==> src/rtl/mem_port_arbiter.sv <==
// mem_port_arbiter: shares one single-ported, fixed-latency memory between the
// instruction-fetch requester and the data requester of the unified-memory
// 5-stage MIPS pipeline. It issues one access at a time, returns read data with
// a one-cycle valid pulse, and generates the PC/IF-ID and full-pipeline stalls.
// Optional feature: define ARB_RR_EN for round-robin arbitration between
// simultaneous requests. The default is fixed data-over-fetch priority.
module mem_port_arbiter #(
  parameter int AW      = 32,
  parameter int DW      = 32,
  parameter int MEM_LAT = 2
) (
  input  logic          clk,
  input  logic          rst,
  input  logic          if_req,
  input  logic [AW-1:0] if_addr,
  output logic [DW-1:0] if_rdata,
  output logic          if_valid,
  input  logic          d_rd,
  input  logic          d_wr,
  input  logic [AW-1:0] d_addr,
  input  logic [DW-1:0] d_wdata,
  output logic [DW-1:0] d_rdata,
  output logic          d_valid,
  output logic          mem_en,
  output logic          mem_we,
  output logic [AW-1:0] mem_addr,
  output logic [DW-1:0] mem_wdata,
  input  logic [DW-1:0] mem_rdata,
  output logic          stall_if,
  output logic          stall_pipe
);

  localparam int CW = (MEM_LAT > 1) ? $clog2(MEM_LAT) : 1;
  localparam logic [CW-1:0] CNT_INIT = CW'(MEM_LAT - 1);

  typedef enum logic [1:0] {
    IDLE   = 2'd0,
    BUSY_I = 2'd1,
    BUSY_D = 2'd2
  } state_t;

  state_t        state, state_nxt;
  logic [CW-1:0] cnt, cnt_nxt;
  logic          mem_en_nxt, mem_we_nxt;
  logic [AW-1:0] mem_addr_nxt;
  logic [DW-1:0] mem_wdata_nxt;
  logic [DW-1:0] if_rdata_nxt, d_rdata_nxt;
  logic          if_valid_nxt, d_valid_nxt;

  logic d_req;
  logic d_pend;
  logic i_pend;
  logic d_first;
  logic issue_d;
  logic issue_i;

  // A requester whose valid is showing this cycle still holds its request;
  // it is not a new request and must not be re-issued.
  assign d_req  = d_rd | d_wr;
  assign d_pend = d_req & ~d_valid;
  assign i_pend = if_req & ~if_valid;

  assign stall_pipe = d_req & ~d_valid;
  assign stall_if   = (if_req & ~if_valid) | stall_pipe;

`ifdef ARB_RR_EN
  logic last_d;

  // Remember who was granted last so simultaneous requests alternate.
  always_ff @(posedge clk or posedge rst) begin
    if (rst) begin
      last_d <= 1'b0;
    end else if (issue_d) begin
      last_d <= 1'b1;
    end else if (issue_i) begin
      last_d <= 1'b0;
    end
  end

  assign d_first = ~last_d;
`else
  assign d_first = 1'b1;
`endif

  // Next-state logic: issue, latency countdown, completion and back-to-back issue.
  always_comb begin
    state_nxt     = state;
    cnt_nxt       = cnt;
    mem_en_nxt    = mem_en;
    mem_we_nxt    = mem_we;
    mem_addr_nxt  = mem_addr;
    mem_wdata_nxt = mem_wdata;
    if_rdata_nxt  = if_rdata;
    d_rdata_nxt   = d_rdata;
    if_valid_nxt  = 1'b0;
    d_valid_nxt   = 1'b0;
    issue_d       = 1'b0;
    issue_i       = 1'b0;

    unique case (state)
      IDLE: begin
        if (d_pend && (d_first || !i_pend)) begin
          issue_d = 1'b1;
        end else if (i_pend) begin
          issue_i = 1'b1;
        end
      end
      BUSY_I, BUSY_D: begin
        if (cnt != '0) begin
          cnt_nxt = cnt - CW'(1);
        end else begin
          // Completion: the served requester is masked by only looking at the other.
          state_nxt  = IDLE;
          mem_en_nxt = 1'b0;
          mem_we_nxt = 1'b0;
          if (state == BUSY_I) begin
            if_valid_nxt = 1'b1;
            if_rdata_nxt = mem_rdata;
            issue_d      = d_pend;
          end else begin
            d_valid_nxt = 1'b1;
            if (!mem_we) begin
              d_rdata_nxt = mem_rdata;
            end
            issue_i = i_pend;
          end
        end
      end
      default: begin
        state_nxt  = IDLE;
        mem_en_nxt = 1'b0;
        mem_we_nxt = 1'b0;
      end
    endcase

    if (issue_d) begin
      state_nxt     = BUSY_D;
      cnt_nxt       = CNT_INIT;
      mem_en_nxt    = 1'b1;
      mem_we_nxt    = d_wr;
      mem_addr_nxt  = d_addr;
      mem_wdata_nxt = d_wdata;
    end else if (issue_i) begin
      state_nxt    = BUSY_I;
      cnt_nxt      = CNT_INIT;
      mem_en_nxt   = 1'b1;
      mem_we_nxt   = 1'b0;
      mem_addr_nxt = if_addr;
    end
  end

  // State, counter, memory-port and read-data registers; reset drops any access.
  always_ff @(posedge clk or posedge rst) begin
    if (rst) begin
      state     <= IDLE;
      cnt       <= '0;
      mem_en    <= 1'b0;
      mem_we    <= 1'b0;
      mem_addr  <= '0;
      mem_wdata <= '0;
      if_rdata  <= '0;
      d_rdata   <= '0;
      if_valid  <= 1'b0;
      d_valid   <= 1'b0;
    end else begin
      state     <= state_nxt;
      cnt       <= cnt_nxt;
      mem_en    <= mem_en_nxt;
      mem_we    <= mem_we_nxt;
      mem_addr  <= mem_addr_nxt;
      mem_wdata <= mem_wdata_nxt;
      if_rdata  <= if_rdata_nxt;
      d_rdata   <= d_rdata_nxt;
      if_valid  <= if_valid_nxt;
      d_valid   <= d_valid_nxt;
    end
  end

endmodule

==> config.mk <==
export PLATFORM = sky130hd
export DESIGN_NAME = mem_port_arbiter
export DESIGN_NICKNAME = d
export VERILOG_FILES = /design/src/rtl/mem_port_arbiter.sv
export SDC_FILE = /design/constraint.sdc
export NUM_CORES = 1
export LEC_CHECK = 0
export BUFFER_PORTS_ARGS = -buffer_cell sky130_fd_sc_hd__buf_2
export CAP_MARGIN = 20
export CORE_MARGIN = 3
export CORE_UTILIZATION = 42
export DETAILED_ROUTE_END_ITERATION = 8
export GPL_TIMING_DRIVEN = 0
export PLACE_DENSITY = 0.85
export SLEW_MARGIN = 15
export SYNTH_ARGS = -nofsm -noshare
export SYNTH_HDL_FRONTEND = slang
export SYNTH_SLANG_ARGS = --single-unit
==> constraint.sdc <==
create_clock -name clk -period 4.49 [get_ports clk]
set_input_delay 0.6735 -clock clk [delete_from_list [all_inputs] [get_ports clk]]
set_output_delay 0.6735 -clock clk [all_outputs]
set_load 0.05 [all_outputs]
Word level (Yosys, flattened, before mapping)
Cells that the tools add are included.

$add $sub $neg: 1. $mul: 0. Div/mod/pow operators: 0. $lt $le $gt $ge: 0. Equality and inequality tests: 4. Shifts and indexed selects: 0. Multiplexer cells: 31. Bitwise gates (word level): 9. Reductions and logical operators: 7.

Operators with widths (count): 32-bit two-way mux (2); 1-bit two-way mux (22); 2-bit two-way mux (3); 1-bit one-hot mux with 2 select lines (3); 1-bit NOT (5); 4-bit inequality test (second input constant) (1); 2-bit one-hot mux with 2 select lines (1); 4-bit AND reduction (1); 3-bit inequality test (second input constant) (1); 3-bit AND reduction (1); 3-bit nonzero test (1); 1-bit AND (2); 2-bit by 1-bit equality test with 1-bit output (second input constant) (1); 2-bit equality test (second input constant) (1); 2-bit logical NOT (1); 1-bit bitwise OR (2); 2-bit AND reduction (1); 2-bit nonzero test (1); 2-bit OR reduction (1); 1-bit subtractor (second input constant) (1).

Register bits: 135. Latch bits: 0. RAM bits: 0. Memory bits (read-only): 0. Input port bits: 133. Output and inout bits: 134. Word-level logic and storage cells: 62. Memories: 0.

Depth between registers and ports, before layout
Gate-level depths: netlist of the first run.

Depth after elaboration: 7. Mapped depth: 8. Gate-level depth less buffers: 6.

Worst setup path before layout of the first run
No wires, ideal clock.

Path kind: input to output. Start point: in if_req. End point: out stall_if. Data arrival time: 1.779 ns. Setup slack: 2.038 ns. Stages: 2. Buffers on the path: 0. Path through: inv_1 -> o21ai_0.

Word-level cells in the longest chain between the ends: 2.

RTL lines: start: declaration (line 14) `input logic if_req,`; 1-bit AND (line 64) `assign stall_if = (if_req & ~if_valid) | stall_pipe;`; 1-bit bitwise OR (line 64); end: declaration (line 29) `output logic stall_if,`.

No other way between the ends.

Worst setup path in the final report of the first run
Start point: in d_rd. End point: out stall_if.

Word-level cells in the longest chain between the ends: 3.

RTL lines: start: declaration (line 18) `input logic d_rd,`; 1-bit bitwise OR (line 59) `assign d_req = d_rd | d_wr;`; 1-bit AND (line 63) `assign stall_pipe = d_req & ~d_valid;`; 1-bit bitwise OR (line 64).

No other way between the ends.

==> results.yml, run 1 <==
critical_path:
  cp_top_family: "compound AO/OA/AOI/OAI gates"
  cp_num_buf_inv: 2
  ff2ff_setup_slack_ps: 2400
  r2r-end: "d_rdata[0]"
  timing.rr.start: "state[0]"
  critPathLaunch: "d_rd"
  worst_path_largest_cell_delay_ps: 360
  crit_path_end_kind: "output pin"
  cp_slowest_cell: "o21bai_2"
  cpMostUsedCell: "buf_2"
  crit_fanout: 6
  ff2ff_path_depth: 7
  crit_chain: "buf_2 -> o21bai_2 -> o21ai_0 -> buf_2"
  start_kind: "input port"
  arrival_ps: 1520
  crit_type: "in2out"
  required_ps: 3820
routing:
  vias: 4630
  ant_nets: 0
  drc_errors: 0
  drtIter0Drc: 281
  firstDrtPassIters: 5
  vias_per_cell: 4.86
  wirelength_microns: 15100
  wl_per_cell_microns: 15.8
grt:
  grt_antenna_before_repair: 0
  grt_pass1_vias: 4611
  gr-total-overflow: 0
  grt_usage: 0.211
  grt_max_degree: 88
  grt_pass1_wl_microns: 23400
cts:
  cts_max_path_buffers: 2
  clk_pin_slew_worst_paths_ps: 60
  clkSinkCount: 135
  root_buffer: "clkbuf_16"
  cts_hold_buf: 0
  ctsResizeCount: 0
  cts_buffers: 17
  post_cts_buffers: 0
  cts_tree: "built"
  cts_max_level: 4
  worstSkewPairLatency_ps: 420
place:
  pre_cts_slack_ps: 2200
  io_buffers: 266
  gp_congestion: 0.790
  dp_hpwl_microns: 11300
layout:
  final_common_cell: "buf_2"
  layout-drive-gt1-share: 0.462
  synthToLayoutAreaGrowth_pct: 40.8
  utilization: 0.623
  antenna_cells: 0
  layout_common_cells: "buf_2 (281), dfrtp_1 (135), nand2_1 (133), a21oi_1 (65), mux2_2 (34)"
  fin_nets: 908
timing:
  fin_ws_ps: 2290
  hold_viol_final: 0
  final-setup-viol-count: 0
  finClkSkew_ps: 9.30
  worst_slew_pin_slew_ps: 663
  period_share: 0.489
  max_slew_margin: 0.558
  post-route-min-period_ps: 2200
  max_freq_mhz: 455
  drv_slew: 0
  rsz0062_at_grt: "no"
  fin_hold_ws_ps: 287
synth:
  netlist_instances: 486
  muxShareOfSynthArea: 0.132
  netlist_area_sq_um: 5440
  synth-compound-area-share: 0.0731
  ys_seq_area_frac: 0.621
  synth_seq_cells: 135
  yosys.area_share.adder: 0.00690
  synth-xor-area-share: 0
  synth_top_family_by_area: "multiplexers"
  avgSynthCellArea_sq_um: 11.2
  synth_simple_gate_area_share: 0.131
  synth_cell_type_count: 25
  syn_nets: 622
  ys.warnings.count: 0
outcome:
  status: "completed"
die:
  die_y_microns: 120
  die_area_sq_um: 14400
  ios: 267
  rows: 40
  start_util: 0.442
  fp.coreArea_sq_um: 12300
  die_w_microns: 120
min_path:
  hp-class: "in2async"
run:
  max-cap-violations: 0
-- per-layer routing --
metal  vias up  track usage  share of wire
li1       2183            -              -
met1      2204        0.250           0.41
met2       215        0.355           0.49
met3        28       0.0730          0.081
met4         0       0.0787          0.022
met5         -            0              0
-- metrics by stage --
step / cell area, sq um / std cells / TNS, ps
CTS: 7660 / 953 / 0
finish: 7660 / 953 / 0
global placement: 6980 / 920 / -165930
floorplan: 5440 / 486 / 0
detailed placement: 7020 / 921 / 0
global route: 7660 / 953 / 0
-- Yosys cell counts --
master	instances	area [sq um]
o21bai_2	1	11.3
a211oi_2	1	12.5
inv_1	7	26.3
nor3b_2	1	12.5
nor2b_1	1	6.26
buf_4	6	45.0
a21oi_1	65	325
clkbuf_1	4	15.0
nor3b_4	1	18.8
nand3_1	4	20.0
mux2_1	30	338
ha_1	3	37.5
and4bb_2	1	12.5
a211o_1	1	8.76
a22o_1	1	8.76
o21ai_0	2	10.0
nand3b_1	1	7.51
buf_6	3	33.8
buf_2	15	75.1
dfrtp_1	135	3380
mux2_2	34	383
a22oi_4	1	21.3
nand2b_1	2	12.5
nand2_1	133	499
nor2_1	33	124
-- how the worst max path moves through the flow --
stage                   to  slack [ps]  depth (start not counted)
2_1_floorplan          cnt         210                          1
4_1_cts           stall_if        2290                          4
6_report          stall_if        2290                          4
5_1_grt           stall_if        2210                          4
3_5_place_dp   mem_addr[3]        2200                          6
3_3_place_gp   mem_addr[7]       -1240                          2
-- cells by family (layout without fill, tap and decap cells) --
kind of cell             after synthesis  in the layout
AO/OA/AOI/OAI                         72             72
flip-flops                           135            135
AND/OR/NAND/NOR                      177            177
adder cells (fa/ha/maj)                3              3
multiplexers                          64             64
buffers and inverters                 35            334
-- final cells by class --
| type | count | area [sq um] |
|---|---|---|
| multi-input combinational | 316 | 1870 |
| timing repair buffer | 267 | 1360 |
| inverter | 7 | 31.3 |
| clock buffer | 22 | 484 |
| buffer | 28 | 169 |
| clock inverter | 10 | 164 |
| tap | 168 | 210 |
| sequential | 135 | 3380 |
| fill | 990 | 4650 |
-- sequential cells by signal (all words and copies together), names as in the netlist --
register	count
cnt	1
d_rdata	32
d_valid	1
if_rdata	32
if_valid	1
mem_addr	32
mem_en	1
mem_wdata	32
mem_we	1
state	2
Power of run 1 is left out: the tool's default activity adds up to more than one toggle a clock period on the data nets, which glitch-free logic cannot reach.
==> run 2, diff against run 1 <==
--- a/config.mk
+++ b/config.mk
@@ -8,10 +8,10 @@
 export BUFFER_PORTS_ARGS = -buffer_cell sky130_fd_sc_hd__buf_2
 export CAP_MARGIN = 20
 export CORE_MARGIN = 3
-export CORE_UTILIZATION = 42
+export CORE_UTILIZATION = 43
 export DETAILED_ROUTE_END_ITERATION = 8
 export GPL_TIMING_DRIVEN = 0
-export PLACE_DENSITY = 0.85
+export PLACE_DENSITY = 0.84
 export SLEW_MARGIN = 15
 export SYNTH_ARGS = -nofsm -noshare
 export SYNTH_HDL_FRONTEND = slang
==> constraint.sdc (replaced) <==
create_clock -name clk -period 2.05 [get_ports clk]
set_input_delay 0.3075 -clock clk [delete_from_list [all_inputs] [get_ports clk]]
set_output_delay 0.3075 -clock clk [all_outputs]
set_load 0.05 [all_outputs]
==> results.yml, run 2 (synthesis results as in run 1) <==
outcome:
  status: "completed"
cts:
  clk_pin_slew_worst_paths_ps: 60
  cts_max_level: 4
  worstSkewPairLatency_ps: 410
  cts_buffers: 17
  clkSinkCount: 135
  root_buffer: "clkbuf_16"
  cts_max_path_buffers: 2
  cts_tree: "built"
critical_path:
  timing.rr.start: "state[0]"
  required_ps: 2340
  start_kind: "register"
  arrival_ps: 2270
  ff2ff_setup_slack_ps: 70
  crit_fanout: 6
  crit_path_end_kind: "register"
  ff2ff_path_depth: 7
  crit_type: "reg2reg"
  r2r-end: "d_rdata[7]"
place:
  dp_hpwl_microns: 11400
  io_buffers: 266
  place_inst: 924
  pre_cts_slack_ps: -14.6
  gp_congestion: 0.790
layout:
  stdcell_count: 958
  antenna_cells: 0
  synthToLayoutAreaGrowth_pct: 42.3
  fin_nets: 914
  layout_common_cells: "buf_2 (278), dfrtp_1 (135), nand2_1 (133), a21oi_1 (65), mux2_2 (34)"
  final_common_cell: "buf_2"
  layout-drive-gt1-share: 0.471
  ff_latch_area_sq_um: 3380
  num-fill-cells: 981
  multiInputGateArea_sq_um: 1910
die:
  fp.coreArea_sq_um: 12200
  die_area_sq_um: 14000
  ios: 267
  die_w_microns: 119
  start_util: 0.446
  die_y_microns: 119
  rows: 40
grt:
  grt_max_degree: 37
  grt_pass1_wl_microns: 23000
  grt_usage: 0.209
  grt_pass1_vias: 4485
  grt_antenna_before_repair: 0
  gr-total-overflow: 0
timing:
  post-route-min-period_ps: 1980
  fin_ws_ps: 67.8
  max_slew_margin: 0.685
  period_share: 0.967
  drv_slew: 0
  worst_slew_pin_slew_ps: 472
  max_freq_mhz: 504
  fin_hold_ws_ps: 84.0
  final-setup-viol-count: 0
  finClkSkew_ps: 4.90
  setup_tns_ps: 0
  hold_viol_final: 0
routing:
  wirelength_microns: 15300
  vias: 4583
  ant_nets: 0
  vias_per_cell: 4.78
  firstDrtPassIters: 4
  wl_per_cell_microns: 15.9
  drc_errors: 0
  drtIter0Drc: 244
min_path:
  min_path_cells: 3
  hold_path_end: "mem_wdata[30]"
  hp-class: "in2reg"
  worstHoldStart: "d_wdata[30]"
run:
  max-cap-violations: 0
run 2: how the worst max path moves through the flow:
| stage | start | endpoint | slack, ps | depth (start not counted) |
|---|---|---|---|---|
| floorplan | rst | cnt | 60 | 1 |
| global placement | rst | mem_wdata[26] | -780 | 2 |
| detailed placement | state[0] | mem_wdata[18] | -10 | 8 |
| CTS | state[0] | d_rdata[18] | 0.7 | 7 |
| global route | state[0] | d_rdata[17] | -20 | 7 |
| finish | state[0] | d_rdata[7] | 70 | 7 |
run 2: timing repair:
action,CTS,global route
gates resized for setup,6,18
gates cloned,0,1
hold endpoints to repair,11,0
pin swaps,1,4
setup endpoints to repair,53,92
hold buffers,1,0
setup buffers,0,1
run 2: layout make-up:
class                   instances  area share
flip-flops and latches        135       0.436
multi-input cells             316       0.247
repair buffers                273       0.188
clock buffers                  24      0.0622
plain buffers                  28      0.0273
well taps                     168      0.0271
clock inverters                 7     0.00905
inverters                       7     0.00388
run 2: routing by layer:
layer,wire length (microns),part of all wire,up-vias,global-route usage
li1,-,-,2193,-
met1,5920,0.39,2169,0.241
met2,7860,0.51,196,0.363
met3,1180,0.078,25,0.0651
met4,303,0.020,0,0.0782
met5,0,0,-,0
run 2: worst max-delay path: stages, from the launching register on:
cell and delay, ps:
dfrtp_1 400, inv_2 70, ha_4 270, nor3b_4 280, nor2b_4 210, buf_8 150
clkbuf_16 150, mux2_1 330
run 2: through the flow:
stage | area (sq um) | utilization
4_1_cts | 7650 | 0.627
2_1_floorplan | 5450 | -
3_3_place_gp | 6990 | 0.572
6_report | 7750 | 0.634
3_5_place_dp | 7070 | 0.579
5_1_grt | 7750 | 0.634
Power of run 2 is left out for the same reason.
